**src/rtl/inst_loader.sv**
```systemverilog
// inst_loader: packs decoded instruction fields into 16-bit words
// {addr_mode, opcode, address}, buffers them in a small FIFO and writes them
// sequentially into instruction memory starting at BASE_ADDR.
module inst_loader #(
    parameter int         DEPTH     = 4,
    parameter logic [9:0] BASE_ADDR = 10'd0
) (
    input  logic        clk,
    input  logic        rst,
    input  logic        start,
    input  logic        in_valid,
    output logic        in_ready,
    input  logic        in_addr_mode,
    input  logic [4:0]  in_opcode,
    input  logic [9:0]  in_address,
    input  logic        in_last,
    output logic        mem_we,
    input  logic        mem_ready,
    output logic [9:0]  mem_addr,
    output logic [15:0] mem_wdata,
    output logic [10:0] count,
    output logic        done,
    output logic        err
);
    localparam int          AW        = (DEPTH > 1) ? $clog2(DEPTH) : 1;
    localparam logic [AW:0] FULL_OCC  = (AW + 1)'(DEPTH);
    localparam logic [9:0]  LAST_ADDR = 10'h3FF;

    typedef enum logic [1:0] {
        S_IDLE,
        S_LOAD,
        S_DONE,
        S_ERR
    } state_t;

    state_t state_q, state_d;

    logic [15:0]      fifo_word_q [DEPTH];
    logic [DEPTH-1:0] fifo_last_q;

    logic [AW-1:0] head_q, head_d;
    logic [AW-1:0] tail_q, tail_d;
    logic [AW:0]   occ_q, occ_d;
    logic [9:0]    wptr_q, wptr_d;
    logic [10:0]   count_q, count_d;
    logic          err_q, err_d;
    logic          last_seen_q, last_seen_d;
    logic [15:0]   hold_q, hold_d;

    logic        fifo_full, fifo_empty;
    logic        push, pop, flush, begin_s;
    logic        head_last;
    logic [15:0] in_word, head_word;

    assign in_word    = {in_addr_mode, in_opcode, in_address};
    assign head_word  = fifo_word_q[head_q];
    assign head_last  = fifo_last_q[head_q];
    assign fifo_empty = (occ_q == '0);
    assign fifo_full  = (occ_q == FULL_OCC);

    // When the FIFO is empty the write data keeps showing the last word written.
    assign mem_addr  = wptr_q;
    assign mem_wdata = fifo_empty ? hold_q : head_word;
    assign count     = count_q;
    assign err       = err_q;

    // Next-state logic: session FSM, FIFO handshakes and write-pointer advance.
    always_comb begin
        state_d     = state_q;
        head_d      = head_q;
        tail_d      = tail_q;
        occ_d       = occ_q;
        wptr_d      = wptr_q;
        count_d     = count_q;
        err_d       = err_q;
        last_seen_d = last_seen_q;
        hold_d      = hold_q;
        in_ready    = 1'b0;
        mem_we      = 1'b0;
        done        = 1'b0;
        push        = 1'b0;
        pop         = 1'b0;
        flush       = 1'b0;
        begin_s     = 1'b0;

        case (state_q)
            S_IDLE: begin
                if (start) begin_s = 1'b1;
            end
            S_LOAD: begin
                // A pop in the same cycle never frees a slot for a push when full.
                in_ready = !fifo_full && !last_seen_q;
                mem_we   = !fifo_empty;
                push     = in_valid && in_ready;
                pop      = mem_we && mem_ready;
                if (push) begin
                    tail_d = tail_q + AW'(1);
                    if (in_last) last_seen_d = 1'b1;
                end
                if (pop) begin
                    head_d  = head_q + AW'(1);
                    wptr_d  = wptr_q + 10'd1;
                    count_d = count_q + 11'd1;
                    hold_d  = head_word;
                end
                occ_d = occ_q + {{AW{1'b0}}, push} - {{AW{1'b0}}, pop};
                // The last word wins over overflow when both land on address 1023.
                if (pop && head_last) begin
                    state_d = S_DONE;
                end else if (pop && (wptr_q == LAST_ADDR)) begin
                    state_d = S_ERR;
                    err_d   = 1'b1;
                    flush   = 1'b1;
                end
            end
            S_DONE: begin
                done    = 1'b1;
                state_d = S_IDLE;
            end
            S_ERR: begin
                if (start) begin_s = 1'b1;
            end
            default: state_d = S_IDLE;
        endcase

        if (begin_s) begin
            state_d     = S_LOAD;
            wptr_d      = BASE_ADDR;
            count_d     = '0;
            err_d       = 1'b0;
            last_seen_d = 1'b0;
            flush       = 1'b1;
        end
        if (flush) begin
            head_d = '0;
            tail_d = '0;
            occ_d  = '0;
        end
    end

    // Control registers: FSM state, FIFO pointers, write pointer, count and flags.
    always_ff @(posedge clk) begin
        if (rst) begin
            state_q     <= S_IDLE;
            head_q      <= '0;
            tail_q      <= '0;
            occ_q       <= '0;
            wptr_q      <= BASE_ADDR;
            count_q     <= '0;
            err_q       <= 1'b0;
            last_seen_q <= 1'b0;
            hold_q      <= '0;
        end else begin
            state_q     <= state_d;
            head_q      <= head_d;
            tail_q      <= tail_d;
            occ_q       <= occ_d;
            wptr_q      <= wptr_d;
            count_q     <= count_d;
            err_q       <= err_d;
            last_seen_q <= last_seen_d;
            hold_q      <= hold_d;
        end
    end

    // FIFO storage: captures each accepted word and its last flag; not reset.
    always_ff @(posedge clk) begin
        if (push) begin
            fifo_word_q[tail_q] <= in_word;
            fifo_last_q[tail_q] <= in_last;
        end
    end
endmodule

```
**config.mk**
```make
export PLATFORM = sky130hd
export DESIGN_NAME = inst_loader
export DESIGN_NICKNAME = d
export VERILOG_FILES = /design/src/rtl/inst_loader.sv
export SDC_FILE = /design/constraint.sdc
export NUM_CORES = 1
export LEC_CHECK = 0
export CAP_MARGIN = 30
export CORE_UTILIZATION = 50
export DETAILED_ROUTE_END_ITERATION = 12
export GPL_TIMING_DRIVEN = 0
export PLACE_DENSITY_LB_ADDON = 0.05
export SLEW_MARGIN = 10
export SYNTH_ARGS = -nofsm -noshare
export SYNTH_HDL_FRONTEND = slang
export SYNTH_SLANG_ARGS = --single-unit
```
**constraint.sdc**
```tcl
create_clock -name clk -period 2.44 [get_ports clk]
set_input_delay 0.61 -clock clk [delete_from_list [all_inputs] [get_ports clk]]
set_output_delay 0.61 -clock clk [all_outputs]
set_load 0.1 [all_outputs]
```
======== Word-level counts from Yosys, hierarchy flattened ========
Memory sizes are Yosys's and may differ from the RTL's. A register that Yosys moved wholly into a read port is not among the register bits.
Index checks and enable logic that the tools add are counted.
storage, ports and cells
  bits of input ports ..................... 22
  flip-flop bits (word level) ............. 52
  output and inout port bits .............. 41
  word-level logic and storage cells ...... 75
  RAM bits ................................ 64
  memories ................................ 1
operators by class
  equality and inequality tests ........... 7
  muxes and demuxes ....................... 24
  reduce and logical (&&, ||, !) cells .... 22
  bitwise gates (word level) .............. 1
  $add $sub $neg .......................... 6
  magnitude comparators ................... 3
memories
  name         words  bits a word  read ports  clocked after Yosys merged registers in  write ports  RTL line  source
  fifo_word_q  4      16           1           1                                        1            38        logic [15:0] fifo_word_q [DEPTH];
operator list
  kind                     count
  $mux W16                 1
  $mux W1                  15
  $add A11 B1 Y11 const B  1
  $add A10 B1 Y10 const B  1
  $eq A10 B10 Y1 const B   1
  $mux W2                  4
  $reduce_and A2 Y1        4
  $logic_and A1 B1 Y1      6
  $lt A2 B3 Y1 const B     2
  $reduce_and A3 Y1        2
  $reduce_or A2 Y1         3
  $add A2 B1 Y2 const B    2
  $bwmux W4                1
  $eq A2 B2 Y1 const B     2
  $ne A4 B4 Y1 const B     1
  $pmux W2 S2              1
  $add A3 B1 Y3            1
  $eq A3 B3 Y1 const B     1
  $logic_not A1 Y1         3
  $logic_not A3 Y1         1
  $ne A3 B3 Y1 const B     1
  $reduce_bool A3 Y1       1
  $sub A3 B1 Y3            1
  $bmux W1 S2              1
  other kinds (6)          6

======== Depth between registers and ports, before layout ========
Gate-level depths: netlist of the first run.
  word-level depth ........................ 10
  gate-level depth with buffers ........... 12
  mapped depth without buffers ............ 11

======== Least setup slack after synthesis of the first run ========
Ideal clock, no wire load.
  kind .................................... register -> output
  from .................................... register state_q[1]
  to ...................................... output in_ready
  stages on the path, launching flop included .. 5
  buffers on the path ..................... 1
  required time ........................... 1.830 ns
  setup slack ............................. -1.272 ns
  arrival time ............................ 3.102 ns
  cells stage by stage .................... dfxtp_1 inv_1 ha_1 clkbuf_1 nor3b_1
on the way
  cells in the longest elaborated chain, start to end .. 2
ends and longest elaborated chain
  element                 RTL line  source
  from (decl)             36        state_t state_q, state_d;
  from (signal assigned)  154       state_q <= state_d;
  $eq A2 B1 Y1            86        case (state_q)
  $mux W1                 86
  to (decl)               12        output logic in_ready,
No other way between the ends.

==> results.sh, run 1 <==
export IMPL_outcome="complete, but fails checks"
export IMPL_violations="negative setup slack"
export IMPL_critical_path_startpoint_type="register"
export IMPL_core_area_um2=9371
export IMPL_syn2layout_area_growth_pct=41.74
export IMPL_wl_mm=10.57
export IMPL_clock_latency_ps=510
export IMPL_fin_ws_ps=-265.6
export IMPL_start_util=0.5223
export IMPL_synth_warning_count=0
export IMPL_power_total_mw=7.341
export IMPL_rows=35
export IMPL_worstPathRequired_ps=1830
export IMPL_vias_per_cell=5.327
export IMPL_cts_made_buffers=17
export IMPL_cts_htree_levels=4
export IMPL_whs_path_depth=2
export IMPL_synth_nets=409
export IMPL_period_share=1.109
export IMPL_die_y_um=100.9
export IMPL_overflow=0
export IMPL_grt_max_degree=18
export IMPL_synthesis_area_um2=4895
export IMPL_syn_avg_cell_area_um2=13.05
export IMPL_crit_arrival_ps=2100
export IMPL_antenna_found_initial=0
export IMPL_grt_pass1_wl_mm=16.76
export IMPL_cts_sinks=118
export IMPL_power_leakage_nw=2.503
export IMPL_final_core_util=0.7403
export IMPL_drtAntennaViolNets=0
export IMPL_seq_area_um2=3060
export IMPL_nFillCells=636
export IMPL_routedWlPerCell_um=17.10
export IMPL_drc=0
export IMPL_max_freq_ghz=0.3696
export IMPL_synthCells=375
export IMPL_cts_tree="done"
export IMPL_max_clock_path_buffers=2
export IMPL_antenna_cells=0
export IMPL_ys_seq_elements=118
export IMPL_die_area_um2=10190
export IMPL_ios=63
export IMPL_vias=3292
export IMPL_layout_nets=510
export IMPL_fin_crit_ps=2706
export IMPL_dp_cells=570
export IMPL_drive_gt1_frac=0.3006
export IMPL_critPathCaptureType="output pin"
export IMPL_setup_violations=18
export IMPL_worst_slew_pin_slew_ps=957.9
export IMPL_irDropWorstVdd_uv=733.2
export IMPL_clock_skew_ps=7.883
export IMPL_yosys_cell_types_count=42
export IMPL_slew_headroom=0.3639
export IMPL_drt_iter0_markers=131
export IMPL_multi_input_area_um2=1883
export IMPL_grt_usage=0.2254
export IMPL_clk_pin_slew_ps=50
export IMPL_die_w_um=100.9
export IMPL_crit_path_max_fanout=5
export IMPL_stdcell_count=618
export IMPL_firstDrtPassIters=4
export IMPL_synth_seq_area_share=0.6217
export IMPL_finalHoldViolations=0
export IMPL_detailed_place_hpwl_mm=6.472
export IMPL_reg2regPathDepth=12
export IMPL_drv_cap=0
export IMPL_root_buffer="clkbuf_8"
export IMPL_rsz0062_at_grt="true"
export IMPL_p_per_area_nw_per_um2=1058
export IMPL_grt_pass1_vias=3326
export IMPL_drv_slew=0
export IMPL_gp_congestion=0.7937
export IMPL_dp_slack_ps=-1107
export IMPL_port_buffers=62
export IMPL_hp_class="register to register"
export IMPL_worstSetupPathType="register to output pin"
## where the power goes
group	switching, mW	total (mW)	internal (mW)
Combinational	1.45	2.56	1.11
Clock	0.866	2.52	1.65
Sequential	0.0523	2.26	2.21
Total	2.37	7.34	4.97
## path summary, 6_finish.rpt
| path | endpoint | slack (ps) | from |
|---|---|---|---|
| worst max-delay path | mem_wdata[9] | -270 | register |
| worst min-delay path | hold_q[8] | 450 | hold_q[8] |
| worst max register to register | occ_q[2] | -10 | occ_q[2] |
| worst min register to register | hold_q[8] | 450 | hold_q[8] |
## final cells by class
type | instances | area share
buffer | 18 | 0.02020
multi-input combinational | 228 | 0.2714
timing repair buffer | 84 | 0.1524
tap | 129 | 0.02326
inverter | 9 | 0.004869
clock inverter | 13 | 0.02597
sequential | 118 | 0.4411
clock buffer | 19 | 0.06078
## sequential cells by signal, summed over array words and instances (netlist names), named ones only
register     cells
mem_addr        10
tail_q           2
fifo_last_q      4
err              1
hold_q          16
count           11
occ_q            3
last_seen_q      1
state_q          2
head_q           2
fifo_word_q     64
## through the flow
stage | setup TNS (ps) | cell area [um2] | hold slack [ps]
floorplan | -258.5 | 4913 | 433.8
global placement | -50750 | 5695 | 439.4
detailed placement | -34890 | 5758 | 449.0
CTS | -4844 | 6729 | 457.0
global route | -4894 | 6938 | 485.8
finish | -3838 | 6938 | 453.8
## worst max-delay path, cell delays in order, from the launching register on
cell,delay [ps]
dfxtp_2,330
buf_8,130
buf_16,130
mux4_2,520
mux2_4,310
buf_12,170
## synth_stat cells (all sizes together)
library cell	n	share of area
inv	9	0.0069
o311a	1	0.0023
xor2	10	0.018
nand2	48	0.037
a22oi	1	0.0015
edfxtp	68	0.42
mux2i	3	0.0061
or4b	1	0.0020
and2	8	0.010
a31oi	1	0.0013
o21a	1	0.0015
clkbuf	11	0.0084
a211oi	1	0.0015
fa	1	0.0041
nand2b	2	0.0026
a31o	2	0.0036
nor4bb	1	0.0020
mux4	17	0.078
o21ai	5	0.0051
a21oi	26	0.027
or3	6	0.0079
dfxtp	50	0.20
nand3	12	0.013
nand4	3	0.0038
and3	2	0.0026
nor3b	2	0.0031
or3b	1	0.0018
nor3	6	0.0072
buf	9	0.0087
or4	1	0.0015
mux2	17	0.039
nor2	23	0.018
ha	11	0.028
and4	1	0.0018
a21o	1	0.0015
xnor2	8	0.014
o31ai	3	0.0046
nor4	2	0.0026
## layer usage
| metal | vias to the layer above | share of wire | wire (um) | global-route usage |
|---|---|---|---|---|
| met1 | 1618 | 0.41 | 4360 | 0.2627 |
| met3 | 22 | 0.043 | 452 | 0.05617 |
| met4 | 0 | 0.022 | 230 | 0.1014 |
| li1 | 1565 | - | - | - |
| met2 | 87 | 0.52 | 5523 | 0.3930 |
| met5 | - | 0 | 0 | 0 |
## cell usage in the layout, fill, tap and decap left out, types with 3 or more instances in the layout
master,n
bufinv_16,4
mux2i_1,3
buf_8,4
o21ai_0,5
nand3_1,11
clkinv_2,4
dlygate4sd2_1,19
nor3_1,5
xnor2_1,8
clkbuf_1,10
dfxtp_1,40
clkinvlp_4,3
and2_2,3
clkdlybuf4s50_1,21
buf_4,12
ha_4,3
nand4_1,3
clkbuf_16,16
nor2_1,23
buf_2,5
and2_1,4
xor2_1,10
mux4_2,17
a21oi_1,26
nand2_1,48
dfxtp_2,8
buf_16,3
or3_1,5
inv_1,6
mux2_4,16
inv_2,3
ha_1,8
edfxtp_1,68
buf_12,21
## timing repair
action / CTS / global route
buffers inserted: 7 / 9
pin swaps: 2 / 5
gates cloned: 3 / 0
gates resized for setup: 220 / 42
hold buffers: 0 / 0
setup endpoints to repair: 107 / 72
hold endpoints to repair: 0 / 0
## logic make-up after synthesis
group / count (synthesis) / synth area share
and+or+nand+nor: 119 / 0.1168
DFF: 118 / 0.6217
AOI/OAI and AO/OA: 42 / 0.04959
muxes: 37 / 0.1235
buffers and inverters: 29 / 0.02403
xor gates and xnor gates: 18 / 0.03221
adders and majority gates: 12 / 0.03221
Power figures use the tool's default switching activity.
==> inputs of run 2 (changes only) <==
--- a/config.mk
+++ b/config.mk
@@ -10,7 +10,7 @@
 export DETAILED_ROUTE_END_ITERATION = 12
 export GPL_TIMING_DRIVEN = 0
 export PLACE_DENSITY_LB_ADDON = 0.05
-export SLEW_MARGIN = 10
+export REMOVE_ABC_BUFFERS = 1
 export SYNTH_ARGS = -nofsm -noshare
 export SYNTH_HDL_FRONTEND = slang
 export SYNTH_SLANG_ARGS = --single-unit
==> results.sh, run 2 (synthesis results as in run 1) <==
export IMPL_outcome="complete, but fails checks"
export IMPL_violations="negative setup slack"
export IMPL_die_w_um=100.9
export IMPL_grt_usage=0.2169
export IMPL_r2r_end="occ_q[2]"
export IMPL_slowest_delay_ps=520
export IMPL_dp_slack_ps=-950.0
export IMPL_worstSetupPathType="register to output pin"
export IMPL_vias=3222
export IMPL_cp_buffers_inverters=2
export IMPL_drv_slew=0
export IMPL_firstDrtPassIters=4
export IMPL_hp_class="register to register"
export IMPL_setup_violations=16
export IMPL_cts_sinks=118
export IMPL_finalInstanceArea_um2=6616
export IMPL_holdPathEnd="hold_q[1]"
export IMPL_slew_headroom=0.3461
export IMPL_overflow=0
export IMPL_grt_pass1_wl_mm=15.86
export IMPL_power_leakage_nw=2.339
export IMPL_detailed_place_hpwl_mm=5.717
export IMPL_die_area_um2=10190
export IMPL_cts_tree="done"
export IMPL_port_buffers=62
export IMPL_syn2layout_area_growth_pct=35.17
export IMPL_ios=63
export IMPL_worst_path_most_repeated_cell="buf_12"
export IMPL_core_area_um2=9371
export IMPL_drc=0
export IMPL_hp_start="hold_q[1]"
export IMPL_power_total_mw=6.899
export IMPL_antenna_cells=0
export IMPL_crit_arrival_ps=2050
export IMPL_max_flop_register="fifo_word_q"
export IMPL_worstPathRequired_ps=1830
export IMPL_placed_cell_area_um2=5613
export IMPL_die_y_um=100.9
export IMPL_dp_cells=548
export IMPL_clock_skew_ps=15.36
export IMPL_root_buffer="clkbuf_8"
export IMPL_finalHoldViolations=0
export IMPL_period_share=1.091
export IMPL_drive_gt1_frac=0.2662
export IMPL_grt_max_degree=32
export IMPL_cts_made_buffers=17
export IMPL_r2r_setup_slack_ps=130
export IMPL_routedWlPerCell_um=17.06
export IMPL_cts_hold_buffers=0
export IMPL_final_common_cell="edfxtp_1"
export IMPL_largest_reg_flops=64
export IMPL_finalSetupTns_ps=-2959
export IMPL_final_cell_mix="68 x edfxtp_1, 48 x nand2_1, 45 x dfxtp_1"
export IMPL_gp_congestion=0.7645
export IMPL_fin_ws_ps=-221.0
export IMPL_max_clock_path_buffers=2
export IMPL_start_util=0.5223
export IMPL_reg2regPathDepth=12
export IMPL_grt_pass1_vias=3054
export IMPL_cp_slowest_cell="mux4_2"
export IMPL_worstPathCellList="buf_12 > mux4_2 > mux2_4 > buf_12"
export IMPL_rows=35
export IMPL_layout_nets=483
export IMPL_holdWs_ps=453.5
export IMPL_cts_htree_levels=4
export IMPL_fin_crit_ps=2661
export IMPL_clk_pin_slew_ps=60
export IMPL_p_per_area_nw_per_um2=1043
export IMPL_clock_latency_ps=510
export IMPL_critPathCaptureType="output pin"
export IMPL_drtAntennaViolNets=0
export IMPL_drt_iter0_markers=152
export IMPL_worst_slew_pin_slew_ps=977.8
export IMPL_whs_path_depth=2
export IMPL_stdcell_count=591
export IMPL_crit_path_max_fanout=8
export IMPL_drv_cap=0
export IMPL_vias_per_cell=5.452
export IMPL_r2r_start="occ_q[1]"
export IMPL_antenna_found_initial=0
export IMPL_final_core_util=0.7060
export IMPL_max_freq_ghz=0.3758
export IMPL_wl_mm=10.08
export IMPL_critical_path_startpoint_type="register"
export IMPL_irDropWorstVdd_uv=719.4
export IMPL_cpLargestDelayFamily="multiplexers"
export IMPL_rsz0062_at_grt="true"
==> run 2: cell types whose count changed in the layout (fill, tap and decap cells not counted), moves of 4 or more <==
| cell | before | now |
|---|---|---|
| dfxtp_1 | 40 | 45 |
| clkdlybuf4s15_1 | 1 | 8 |
| clkbuf_1 | 10 | 3 |
| buf_12 | 21 | 17 |
| dlygate4sd2_1 | 19 | 12 |
| buf_8 | 4 | 0 |
| buf_4 | 12 | 4 |
| bufinv_16 | 4 | 0 |
| dfxtp_2 | 8 | 0 |
| clkbuf_8 | 2 | 7 |
==> run 2: worst max path at each step <==
| stage | slack, ps | cells after the start | to | start |
|---|---|---|---|---|
| floorplan | -1150 | 3 | in_ready | state_q[1] |
| global placement | -1200 | 3 | mem_wdata[12] | register |
| detailed placement | -950 | 4 | mem_wdata[10] | register |
| CTS | -250 | 4 | mem_wdata[10] | register |
| global route | -300 | 4 | mem_wdata[10] | register |
| finish | -220 | 4 | mem_wdata[10] | register |
==> run 2: worst register-to-register path, stage by stage (launching register included) <==
cell,delay (ps)
dfxtp_4,390
buf_4,160
o31ai_2,220
inv_1,160
ha_4,260
inv_1,50
ha_1,130
inv_1,60
fa_2,350
xor2_1,170
nand2_1,80
xor2_1,140
nor2_1,90
==> run 2: metal layers <==
layer  up-vias  GRT usage  wire, um
met5         -          0         0
met3        13    0.06172       444
met2        84     0.3425      4967
met4         0    0.07581       114
met1      1598     0.2888      4555
li1       1527          -         -
==> run 2: layout make-up <==
| type | instances | area [um2] |
|---|---|---|
| repair buffers | 72 | 855.8 |
| multi-input cells | 231 | 1908 |
| fillers | 698 | 2755 |
| well taps | 129 | 161.4 |
| flip-flops and latches | 118 | 3062 |
| inverters | 9 | 33.78 |
| clock inverters | 4 | 26.28 |
| clock buffers | 28 | 569.3 |
==> run 2: what timing repair did <==
action,in CTS,in global routing
pin swaps,1,3
cloned,3,0
gates resized for setup,217,32
setup buffers,3,5
endpoints found under the setup margin,122,29
==> run 2: power by group <==
part,total (mW),switching [mW],internal (mW),leakage [nW]
Sequential,2.29,0.0793,2.21,1.02
Clock,2.39,0.828,1.57,0.293
Combinational,2.22,1.36,0.857,1.03
Total,6.90,2.27,4.63,2.34
==> inputs of run 3 (changes only) <==
--- a/config.mk
+++ b/config.mk
@@ -6,7 +6,8 @@
 export NUM_CORES = 1
 export LEC_CHECK = 0
 export CAP_MARGIN = 30
-export CORE_UTILIZATION = 50
+export CORE_UTILIZATION = 52
+export CTS_BUF_LIST = sky130_fd_sc_hd__clkbuf_8
 export DETAILED_ROUTE_END_ITERATION = 12
 export GPL_TIMING_DRIVEN = 0
 export PLACE_DENSITY_LB_ADDON = 0.05
==> results.sh, run 3 (synthesis results as in run 1) <==
export IMPL_max_flop_register="fifo_word_q"
export IMPL_combPwrFrac=0.345
export IMPL_firstDrtPassIters=4
export IMPL_top_layer="met4"
export IMPL_grt_pass1_vias=3148
export IMPL_setup_violations=16
export IMPL_die_w_um=99.02
export IMPL_cts_htree_levels=4
export IMPL_violations="negative setup slack"
export IMPL_netSwitchingFraction=0.3491
export IMPL_clk_pin_slew_ps=70
export IMPL_drt_iter0_markers=114
export IMPL_period_share=1.062
export IMPL_vias_per_cell=5.512
export IMPL_wl_met3_um=400
export IMPL_cts_tree="done"
export IMPL_die_y_um=99.02
export IMPL_cp_slowest_cell="mux4_2"
export IMPL_core_area_um2=9196
export IMPL_finalHoldViolations=0
export IMPL_antenna_found_initial=0
export IMPL_worstPathCellList="clkbuf_16 > mux4_2 > mux2_4 > buf_12"
export IMPL_drv_cap=0
export IMPL_seq_area_um2=3054
export IMPL_crit_path_max_fanout=6
export IMPL_irDropWorstVdd_uv=701.4
export IMPL_power_leakage_nw=2.284
export IMPL_crit_arrival_ps=1980
export IMPL_drtAntennaViolNets=0
export IMPL_p_int_mw=4.047
export IMPL_power_switching_mw=2.171
export IMPL_final_common_cell="edfxtp_1"
export IMPL_vias=3120
export IMPL_clock_skew_ps=10.05
export IMPL_outcome="complete, but fails checks"
export IMPL_cts_made_buffers=17
export IMPL_multi_input_area_um2=1876
export IMPL_cts_hold_buffers=0
export IMPL_slowest_delay_ps=510
export IMPL_antenna_cells=0
export IMPL_rsz0062_at_grt="true"
export IMPL_wl_mm=9.966
export IMPL_wl_met2_mm=5.018
export IMPL_syn2layout_area_growth_pct=29.40
export IMPL_fin_ws_ps=-150.3
export IMPL_grt_pass1_wl_mm=15.92
export IMPL_max_freq_ghz=0.3861
export IMPL_drive_gt1_frac=0.2396
export IMPL_ios=63
export IMPL_die_area_um2=9805
export IMPL_fin_crit_ps=2590
export IMPL_root_buffer="clkbuf_8"
export IMPL_slew_headroom=0.3508
export IMPL_largest_reg_flops=64
export IMPL_start_util=0.5322
export IMPL_overflow=0
export IMPL_final_cell_mix="68 x edfxtp_1, 48 x nand2_1, 45 x dfxtp_1"
export IMPL_hp_class="register to register"
export IMPL_critPathCaptureType="output pin"
export IMPL_holdWs_ps=456.2
export IMPL_rows=35
export IMPL_worstPathRequired_ps=1830
export IMPL_seqPwrFrac=0.367
export IMPL_routedWlPerCell_um=17.61
export IMPL_worstSetupPathType="register to output pin"
export IMPL_drc=0
export IMPL_max_clock_path_buffers=2
export IMPL_port_buffers=62
export IMPL_finalSetupTns_ps=-2011
export IMPL_critical_path_startpoint_type="register"
export IMPL_p_per_area_nw_per_um2=981.7
export IMPL_grt_usage=0.2181
export IMPL_detailed_place_hpwl_mm=5.856
export IMPL_clock_power_share=0.288
export IMPL_power_total_mw=6.218
export IMPL_grt_max_degree=32
export IMPL_layout_nets=476
export IMPL_cts_sinks=118
export IMPL_nFillCells=666
export IMPL_drv_slew=0
export IMPL_worst_slew_pin_slew_ps=972.2
export IMPL_gp_congestion=0.7301
export IMPL_clock_latency_ps=420
export IMPL_wl_met1_mm=4.356
run 3: cell count changes in the layout (fill, tap and decap cells not counted), moves of 8 or more:
cell | before | now
clkbuf_16 | 19 | 1
clkbuf_8 | 7 | 19
dlygate4sd2_1 | 12 | 23
clkdlybuf4s15_1 | 8 | 0
run 3: per-layer routing:
| metal | up-vias | GRT usage |
|---|---|---|
| met4 | 0 | 0.09185 |
| li1 | 1496 | - |
| met1 | 1509 | 0.2646 |
| met3 | 23 | 0.05248 |
| met5 | - | 0 |
| met2 | 92 | 0.3733 |
run 3: final cells by class:
| cell class | count | area share |
|---|---|---|
| Sequential cell | 118 | 0.4822 |
| Multi-Input combinational cell | 229 | 0.2961 |
| Timing Repair Buffer | 67 | 0.1310 |
| Clock buffer | 19 | 0.04129 |
| Clock inverter | 13 | 0.02213 |
| Tap cell | 111 | 0.02193 |
| Inverter | 9 | 0.005334 |
run 3: what timing repair did:
| item | CTS | global route |
|---|---|---|
| setup buffers | 1 | 1 |
| resized for setup | 171 | 52 |
| setup endpoints to repair | 120 | 94 |
| cloned | 1 | 1 |
| endpoints found under the hold margin | 0 | 0 |
run 3: power groups by stage:
stage / Combinational [mW] / Clock, mW / Sequential, mW
detailed placement: 1.74 / 0 / 2.31
finish: 2.14 / 1.79 / 2.28
global placement: 1.72 / 0 / 2.31
CTS: 1.85 / 1.82 / 2.27
global route: 2.23 / 1.92 / 2.29
floorplan: 1.32 / 0 / 2.31
run 3: final timing paths:
check,from,endpoint,slack (ps),cells after the start
max reg2reg,occ_q[1],occ_q[2],100,11
min reg2reg,hold_q[12],hold_q[12],460,2
max,register,mem_wdata[8],-150,4
min,hold_q[12],hold_q[12],460,2
run 3: worst max-delay path: cells and delay by family, from the launching register on:
kind                   cells  cell delay [ps]
DFF                        1              410
muxes                      2              800
buffers and inverters      2              350
run 3: per-stage QoR:
stage	utilization	std cells	cell area, um2	setup WS (ps)
2_1_floorplan	-	355	4811	-1154
3_3_place_gp	0.6057	528	5570	-1224
3_5_place_dp	0.6093	530	5603	-808.9
4_1_cts	0.6605	564	6075	-178.1
5_1_grt	0.6887	566	6334	-218.1
6_report	0.6887	566	6334	-150.3
